**src/rtl/ccc_pkg.sv**
```systemverilog
// Shared types and constants for the lock-qualified
// clock-enable generator.
package ccc_pkg;

  typedef enum logic [1:0] {
    UNLOCKED,
    QUALIFY,
    RUN
  } ccc_state_e;

  localparam int LOSS_CNT_W      = 8;
  localparam int DEF_LOCK_FILTER = 64;
  localparam int DEF_LOSS_FILTER = 4;

endpackage

```
**src/rtl/ccc_clken_chan.sv**
```systemverilog
// One enable channel: active/pending divisor and
// free-running phase counter.
module ccc_clken_chan #(
  parameter int DIV_W = 16
) (
  input  logic             clk,
  input  logic             rst,
  input  logic             run,
  input  logic             en,
  input  logic [DIV_W-1:0] div,
  input  logic             load,
  output logic             clken
);

  localparam logic [DIV_W-1:0] ONE = 1;

  logic [DIV_W-1:0] a;
  logic [DIV_W-1:0] p;
  logic [DIV_W-1:0] c;
  logic [DIV_W-1:0] eff;
  logic             pv;
  logic             wrap;

  assign eff  = (a == '0) ? ONE : a;
  assign wrap = (c >= eff - ONE);

  always_ff @(posedge clk) begin
    if (rst) begin
      a     <= ONE;
      p     <= '0;
      pv    <= 1'b0;
      c     <= '0;
      clken <= 1'b0;
    end else begin
      if (run && en) begin
        clken <= (c == '0);
        c     <= wrap ? '0 : c + ONE;
        if (wrap && pv) begin
          a  <= p;
          pv <= 1'b0;
        end
      end else begin
        clken <= 1'b0;
        c     <= '0;
        if (pv) begin
          a  <= p;
          pv <= 1'b0;
        end
      end
      // a fresh load always wins over an apply in the same cycle
      if (load) begin
        p  <= div;
        pv <= 1'b1;
      end
    end
  end

endmodule

```
**src/rtl/ccc_clken_gen.sv**
```systemverilog
// Lock synchroniser, qualify/loss filters and the
// per-channel enable array.
module ccc_clken_gen
  import ccc_pkg::*;
#(
  parameter int CHANNELS    = 4,
  parameter int DIV_W       = 16,
  parameter int LOCK_FILTER = DEF_LOCK_FILTER,
  parameter int LOSS_FILTER = DEF_LOSS_FILTER
) (
  input  logic                      FAB_CLK,
  input  logic                      FAB_RST,
  input  logic                      FAB_LOCK,
  input  logic [CHANNELS*DIV_W-1:0] DIV,
  input  logic [CHANNELS-1:0]       DIV_LOAD,
  input  logic [CHANNELS-1:0]       CH_EN,
  input  logic                      LOCK_LOST_CLR,
  output logic [CHANNELS-1:0]       CLKEN,
  output logic                      LOCKED,
  output logic                      LOCK_LOST,
  output logic [LOSS_CNT_W-1:0]     LOSS_CNT
);

  localparam int QW = $clog2(LOCK_FILTER + 1);
  localparam int ZW = $clog2(LOSS_FILTER + 1);

  ccc_state_e     state;
  logic           sync1;
  logic           lock_s;
  logic [QW-1:0]  q;
  logic [ZW-1:0]  z;
  logic           loss;
  logic           run_nxt;

  assign loss = (state == RUN) && !lock_s &&
                (z == ZW'(LOSS_FILTER - 1));

  // channels see RUN on the same edge the FSM enters it
  always_comb begin
    run_nxt = 1'b0;
    unique case (state)
      UNLOCKED: run_nxt = 1'b0;
      QUALIFY:  run_nxt = lock_s && (q == QW'(LOCK_FILTER));
      RUN:      run_nxt = !loss;
      default:  run_nxt = 1'b0;
    endcase
  end

  always_ff @(posedge FAB_CLK) begin
    if (FAB_RST) begin
      state     <= UNLOCKED;
      sync1     <= 1'b0;
      lock_s    <= 1'b0;
      q         <= '0;
      z         <= '0;
      LOCKED    <= 1'b0;
      LOCK_LOST <= 1'b0;
      LOSS_CNT  <= '0;
    end else begin
      sync1  <= FAB_LOCK;
      lock_s <= sync1;
      LOCKED <= run_nxt;
      unique case (state)
        UNLOCKED: begin
          if (lock_s) begin
            state <= QUALIFY;
            q     <= QW'(1);
          end
        end
        QUALIFY: begin
          if (!lock_s) begin
            state <= UNLOCKED;
            q     <= '0;
          end else if (q == QW'(LOCK_FILTER)) begin
            state <= RUN;
            q     <= '0;
            z     <= '0;
          end else begin
            q <= q + QW'(1);
          end
        end
        RUN: begin
          if (lock_s) begin
            z <= '0;
          end else if (loss) begin
            state <= UNLOCKED;
            z     <= '0;
          end else begin
            z <= z + ZW'(1);
          end
        end
        default: state <= UNLOCKED;
      endcase
      if (loss) begin
        LOCK_LOST <= 1'b1;
      end else if (LOCK_LOST_CLR) begin
        LOCK_LOST <= 1'b0;
      end
      if (loss && (LOSS_CNT != '1)) begin
        LOSS_CNT <= LOSS_CNT + 1'b1;
      end
    end
  end

  for (genvar i = 0; i < CHANNELS; i++) begin : g_ch
    ccc_clken_chan #(
      .DIV_W(DIV_W)
    ) u_chan (
      .clk  (FAB_CLK),
      .rst  (FAB_RST),
      .run  (run_nxt),
      .en   (CH_EN[i]),
      .div  (DIV[i*DIV_W +: DIV_W]),
      .load (DIV_LOAD[i]),
      .clken(CLKEN[i])
    );
  end

endmodule
```
**config.mk**
```make
export PLATFORM = sky130hd
export DESIGN_NAME = ccc_clken_gen
export DESIGN_NICKNAME = d
export VERILOG_FILES = /design/src/rtl/ccc_pkg.sv /design/src/rtl/ccc_clken_chan.sv /design/src/rtl/ccc_clken_gen.sv
export SDC_FILE = /design/constraint.sdc
export NUM_CORES = 1
export LEC_CHECK = 0
export CAP_MARGIN = 25
export CORE_ASPECT_RATIO = 0.75
export CORE_MARGIN = 3
export CORE_UTILIZATION = 53
export CTS_BUF_LIST = sky130_fd_sc_hd__clkbuf_4 sky130_fd_sc_hd__clkbuf_8
export CTS_CLUSTER_DIAMETER = 200
export DETAILED_ROUTE_END_ITERATION = 10
export PLACE_DENSITY = 0.75
export SLEW_MARGIN = 20
export SYNTH_ARGS = -nofsm -noshare
export SYNTH_HDL_FRONTEND = slang
export SYNTH_SLANG_ARGS = --single-unit
```
**constraint.sdc**
```tcl
create_clock -name FAB_CLK -period 10.6 [get_ports FAB_CLK]
set_input_delay 1.59 -clock FAB_CLK [delete_from_list [all_inputs] [get_ports FAB_CLK]]
set_output_delay 1.59 -clock FAB_CLK [all_outputs]
set_load 0.02 [all_outputs]
```
# After elaboration in Yosys (flattened, before gate mapping)
# Cells that the tools add are included.
totals:
  register_bits: 224
  in_bits: 76
  output_inout_bits: 14
classes:
  addsub: 11
  magnitude_cmp: 4
  n_eq_ne: 19
  mux: 46
  bitwise: 4
  n_reduce_logical: 45
ops:
  columns: ["operator", "n"]
  rows:
  - ["2-to-1 mux 16 bit", 16]
  - ["logical NOT 16 bit", 8]
  - ["adder 16 x 1 -> 16 bit (second input constant)", 4]
  - [">= comparator 16 bit", 4]
  - ["subtractor 16 x 1 -> 16 bit (second input constant)", 4]
  - ["2-to-1 mux 7 bit", 3]
  - ["!= test 2 bit (second input constant)", 9]
  - ["!= test 3 bit (second input constant)", 5]
  - ["2-to-1 mux 1 bit", 14]
  - ["one-hot mux 7 bit (2 select lines)", 1]
  - ["nonzero test 2 bit", 7]
  - ["logical AND 1 bit", 12]
  - ["2-to-1 mux 3 bit", 4]
  - ["OR reduction 3 bit", 4]
  - ["2-to-1 mux 2 bit", 5]
  - ["AND reduction 2 bit", 5]
  - ["adder 8 x 1 -> 8 bit (second input constant)", 1]
  - ["!= test 8 bit (second input constant)", 1]
  - ["OR reduction 2 bit", 4]
  - ["adder 7 x 1 -> 7 bit (second input constant)", 1]
  - ["equality test 7 bit (second input constant)", 1]
  - ["one-hot mux 2 bit (3 select lines)", 1]
  - ["one-hot mux 3 bit (2 select lines)", 1]
  - ["NOT 1 bit", 4]
  - ["other kinds (9)", 10]

# Longest topological paths before layout
logic_depth:
  word_depth: 8
  ltp_mapped: 17

# Modules after synthesis
# From an unflattened synthesis, not the netlist that was laid out.
hier_totals:
  hier_cells: 1281
  hier_area_um2: 11910.2
by_module_without_submodules:
  columns: ["mod", "n_inst", "cells_per_inst", "area_each_um2", "seq_area_each_um2"]
  rows:
  - ["ccc_clken_chan", 4, 286, 2663.8, 1001.0]
  - ["ccc_clken_gen", 1, 137, 1255.0, 480.5]

# Least setup slack after synthesis
# OpenSTA, ideal clock, no wires.
synth_path:
  kind: "register to register"
  from: "reg g_ch[1].u_chan.a[0]"
  to: "reg g_ch[1].u_chan.a[10]"
  setup_ps: 72
  arrival_time_ps: 4320
  required_time_ps: 10528
  setup_slack_ps: 6208
  stages_incl_launch_ff: 18
  period_less_slack_ps: 4392
  path_cell_list: "dfxtp_1 or4_4 or4_4 nor4b_2 nor2_1 ha_1 nor3b_1 nand3b_1 nor3_1 nand2_1 xor2_1 ha_1 nand4_1 nor3_1 o2111ai_1 a31oi_4 buf_4 mux2i_1"
synth_via:
  elab_chain_cells: 7
synth_lines:
  columns: ["element", "line", "rtl"]
  rows:
  - ["start: declaration", "ccc_clken_chan.sv:17", "logic [DIV_W-1:0] a;"]
  - ["start signal: assignment", "ccc_clken_chan.sv:39", "a <= p;"]
  - ["start signal: assignment", "ccc_clken_chan.sv:46", "a <= p;"]
  - ["logical NOT 16 bit", "ccc_clken_chan.sv:24", "assign eff = (a == '0) ? ONE : a;"]
  - ["2-to-1 mux 16 bit (*)", "ccc_clken_chan.sv:24", null]
  - ["subtractor 16 x 1 -> 16 bit (*)", "ccc_clken_chan.sv:25", "assign wrap = (c >= eff - ONE);"]
  - [">= comparator 16 bit (*)", "ccc_clken_chan.sv:25", null]
  - ["logical AND 1 bit (*)", "ccc_clken_chan.sv:38", "if (wrap && pv) begin"]
  - ["!= test 2 bit (no line) (*)", null, null]
  - ["AND reduction 2 bit (no line) (*)", null, null]
# Every way passes the cells marked *; elsewhere a longest branch is shown, timed or not.
# A chain may end at the register's enable or synchronous reset.

# Worst setup path after layout
layout_path:
  from: "reg g_ch[1].u_chan.a[0]"
  to: "reg g_ch[1].u_chan.a[4]"
# The elaborated chain is that of the path after synthesis.

==> metrics.txt <==
status finished, final reports clean; CTS Buf Count 37; CTS tree yes; routed length per instance 14.4 um; Setup CP Type register to register; row count 46; RSZ-0062 raised after global routing false; CTS Hold Buffers Added 0; Die ar. 24200 um^2; Final ANT Viol Nets 0; core area 21500 um^2; Syn Nets 1450; NumNets Final 1538; detailed-router iteration count before antenna repair 5; setup_tns 0 ns; Fin. Hold Viols 0; Port Buf Inserts 89; CTS root buf clkbuf_8; VDD IR max 110 uV; Worst Hold Depth 1; GPL Wtd Cong 0.845; DRC 0; minimum clock period after layout 5.00 ns; CP Data Required Time 11.04 ns; Starting Density 55.0%; worst hold slack 0.451 ns; Area Growth Syn to Fin 16.2%; post-synth cell types 67; ratio of cells with drive above 1 in the final layout 6.83%; mapped cell area 11800 um^2; ys flop type dfxtp_1; Tcrit/Tclk final 47.2%; total grt overflow 0; vias in the first global route 8623; first-pass GRT wire length 41.4 mm; die width 179 um; Global Route Usage Sum 20.5%; largest net degree at the start of global routing 117; reg2reg setup slack 5.60 ns; Leak Pwr 5.31 nW; DP HPWL 17.6 mm; DR vias/cell 5.38; CP Max Fanout 16; Seq cells post-synth 224; vias 9114; Worst Reg2Reg Path Length in Cells 16; min-delay src sync1; Critical Path AT 5.44 ns; die height 135 um; WHS Endpoint lock_s; Synth Warn # 0; Iteration-0 DRC Markers 413; # setup viols final 0; R2R Path End g_ch[1].u_chan.a[4]; number of setup buffers added after CTS 0; Filler cells 1829; crit start category register; Slew Limit Fails 0; fmax 200 MHz; Worst Max-Slew Pin Slew 1.01 ns; Post-Route WL 24.5 mm; clock skew 0.0281 ns; clock sink total 224; fraction of registers with async set or reset after synthesis 0%; Avg Cell Area, Syn 9.17 um^2; reg2reg start g_ch[1].u_chan.a[0]; I/O pin count 90; relative slew slack 32.2%; clock buffer depth 3; Reg clk slew, reported paths 0.06 ns; CTS-repair resized insts 0; antenna violations before repair 1; Max-cap violations 0; EDFF count, synth 0; register area share after synthesis 37.9%; power per cell area 140 nW/um^2; Critical Path End Type register; cell count after synthesis 1291; Hold Path Class register to register; H-tree depth 2; clock latency at the later pin of the worst-skew pair 0.54 ns
==> stage by stage <==
stage	std cells	utilization [%]	worst slack (ns)	area [um^2]	power (mW)
3_3_place_gp	1626	60.0	5.84	12900	1.10
5_1_grt	1694	63.9	5.20	13800	2.01
4_1_cts	1691	63.8	5.60	13700	1.95
3_5_place_dp	1626	60.0	5.62	12900	1.10
2_1_floorplan	1291	-	6.21	11800	1.04
6_report	1694	63.9	5.60	13800	1.92
==> cells by family (layout without fill, tap and decap cells) <==
group,after synthesis,after routing,synth area share (%)
buffers and inverters,80,194,2.81
AND/OR/NAND/NOR,567,567,25.3
flip-flops,224,224,37.9
multiplexers,133,133,11.3
adder cells (fa/ha/maj),83,83,8.78
AO/OA/AOI/OAI,94,94,5.77
XOR/XNOR,110,110,8.14
other,0,1,0
==> critical path: stages (launching register included) <==
cell       delay, ns
dfxtp_1         0.33
or4_4           0.55
or4_4           0.46
nor4b_2         0.36
nor2_1          0.11
ha_1            0.22
nor3b_1         0.18
nand3b_1        0.14
nor3_1          0.08
nand2_1         0.11
xor2_1          0.08
ha_1            0.30
nand4_1         0.13
nor3_1          0.53
o2111ai_1       0.39
a31oi_4         0.71
mux2i_1         0.25
==> power breakdown <==
| group | leakage (nW) | switching, mW | total (mW) | internal [mW] |
|---|---|---|---|---|
| Sequential | 1.82 | 0.0180 | 0.884 | 0.866 |
| Combinational | 3.05 | 0.101 | 0.203 | 0.102 |
| Clock | 0.434 | 0.342 | 0.832 | 0.490 |
| Total | 5.31 | 0.461 | 1.92 | 1.46 |
==> flip-flops by register name, summed over array words and instances (netlist names) <==
name and count:
LOCKED 1, LOCK_LOST 1, LOSS_CNT 8, g_ch.u_chan.a 64
g_ch.u_chan.c 64, g_ch.u_chan.clken 4, g_ch.u_chan.p 64, g_ch.u_chan.pv 4
lock_s 1, q 7, state 2, sync1 1
z 3
==> layout by cell type, fill, tap and decap left out, types with 4 or more instances in the layout <==
master,n
dfxtp_1,224
nor2_1,200
mux2i_1,132
nand2b_1,131
clkdlybuf4s50_1,87
ha_1,83
xnor2_1,59
nand2_1,57
xor2_1,51
clkbuf_8,47
inv_1,33
a21oi_1,31
nand4_1,27
nor4_1,25
nand3_1,23
nor3_1,22
o21ai_0,18
and3_1,14
clkbuf_4,12
nor2b_1,10
and4_1,10
or4_1,6
or3_1,6
and2_1,6
nor3b_1,5
buf_4,5
a211oi_1,4
nand4_2,4
==> cell usage after synthesis, drive strengths merged, types with 4 or more instances <==
cell type,count,share of area [%]
clkbuf,32,1.0
nor2b,10,0.53
buf,14,0.72
nand4,31,1.9
nor4,26,1.4
xor2,51,3.8
or3,6,0.32
and4,10,0.74
ha,83,8.8
mux2i,132,11
nor3,23,1.0
and2,6,0.32
nor4b,4,0.48
a211oi,4,0.25
a21o,4,0.26
o21ai,18,0.76
dfxtp,224,38
nand2,57,1.8
inv,34,1.1
a21oi,31,1.3
nand2b,131,6.9
nand3,23,0.97
and3,14,0.74
a41oi,5,0.56
nor3b,5,0.32
or4,9,0.67
nor2,201,6.4
xnor2,59,4.4
==> area by class of cell <==
cell class / instances / area (um^2) / area share [%]
inverter: 34 / 128 / 0.928
tap: 288 / 360 / 2.62
multi-input combinational: 987 / 7020 / 51.0
clock inverter: 6 / 86.3 / 0.628
antenna: 1 / 2.50 / 0.0182
clock buffer: 59 / 737 / 5.36
sequential: 224 / 4480 / 32.6
timing repair buffer: 95 / 940 / 6.83
==> per-layer routing <==
metal / up-vias / track usage, % / routed length [um]
li1: 4657 / - / -
met1: 4267 / 29.6 / 12400
met2: 157 / 31.1 / 10600
met3: 33 / 4.12 / 1140
met4: 0 / 5.58 / 343
met5: - / 0 / 0
==> how the worst max path moves through the flow <==
stage	start	endpoint	slack, ns	cells past startpoint
3_3_place_gp	g_ch[1].u_chan.a[0]	g_ch[1].u_chan.a[0]	5.84	16
3_5_place_dp	g_ch[1].u_chan.a[0]	g_ch[1].u_chan.a[12]	5.62	16
2_1_floorplan	g_ch[1].u_chan.a[0]	g_ch[1].u_chan.a[10]	6.21	17
5_1_grt	g_ch[1].u_chan.a[9]	g_ch[1].u_chan.a[11]	5.20	16
6_report	g_ch[1].u_chan.a[0]	g_ch[1].u_chan.a[4]	5.60	16
4_1_cts	g_ch[1].u_chan.a[0]	g_ch[1].u_chan.a[3]	5.60	16
No activity file was read; power rests on OpenSTA's default activity.
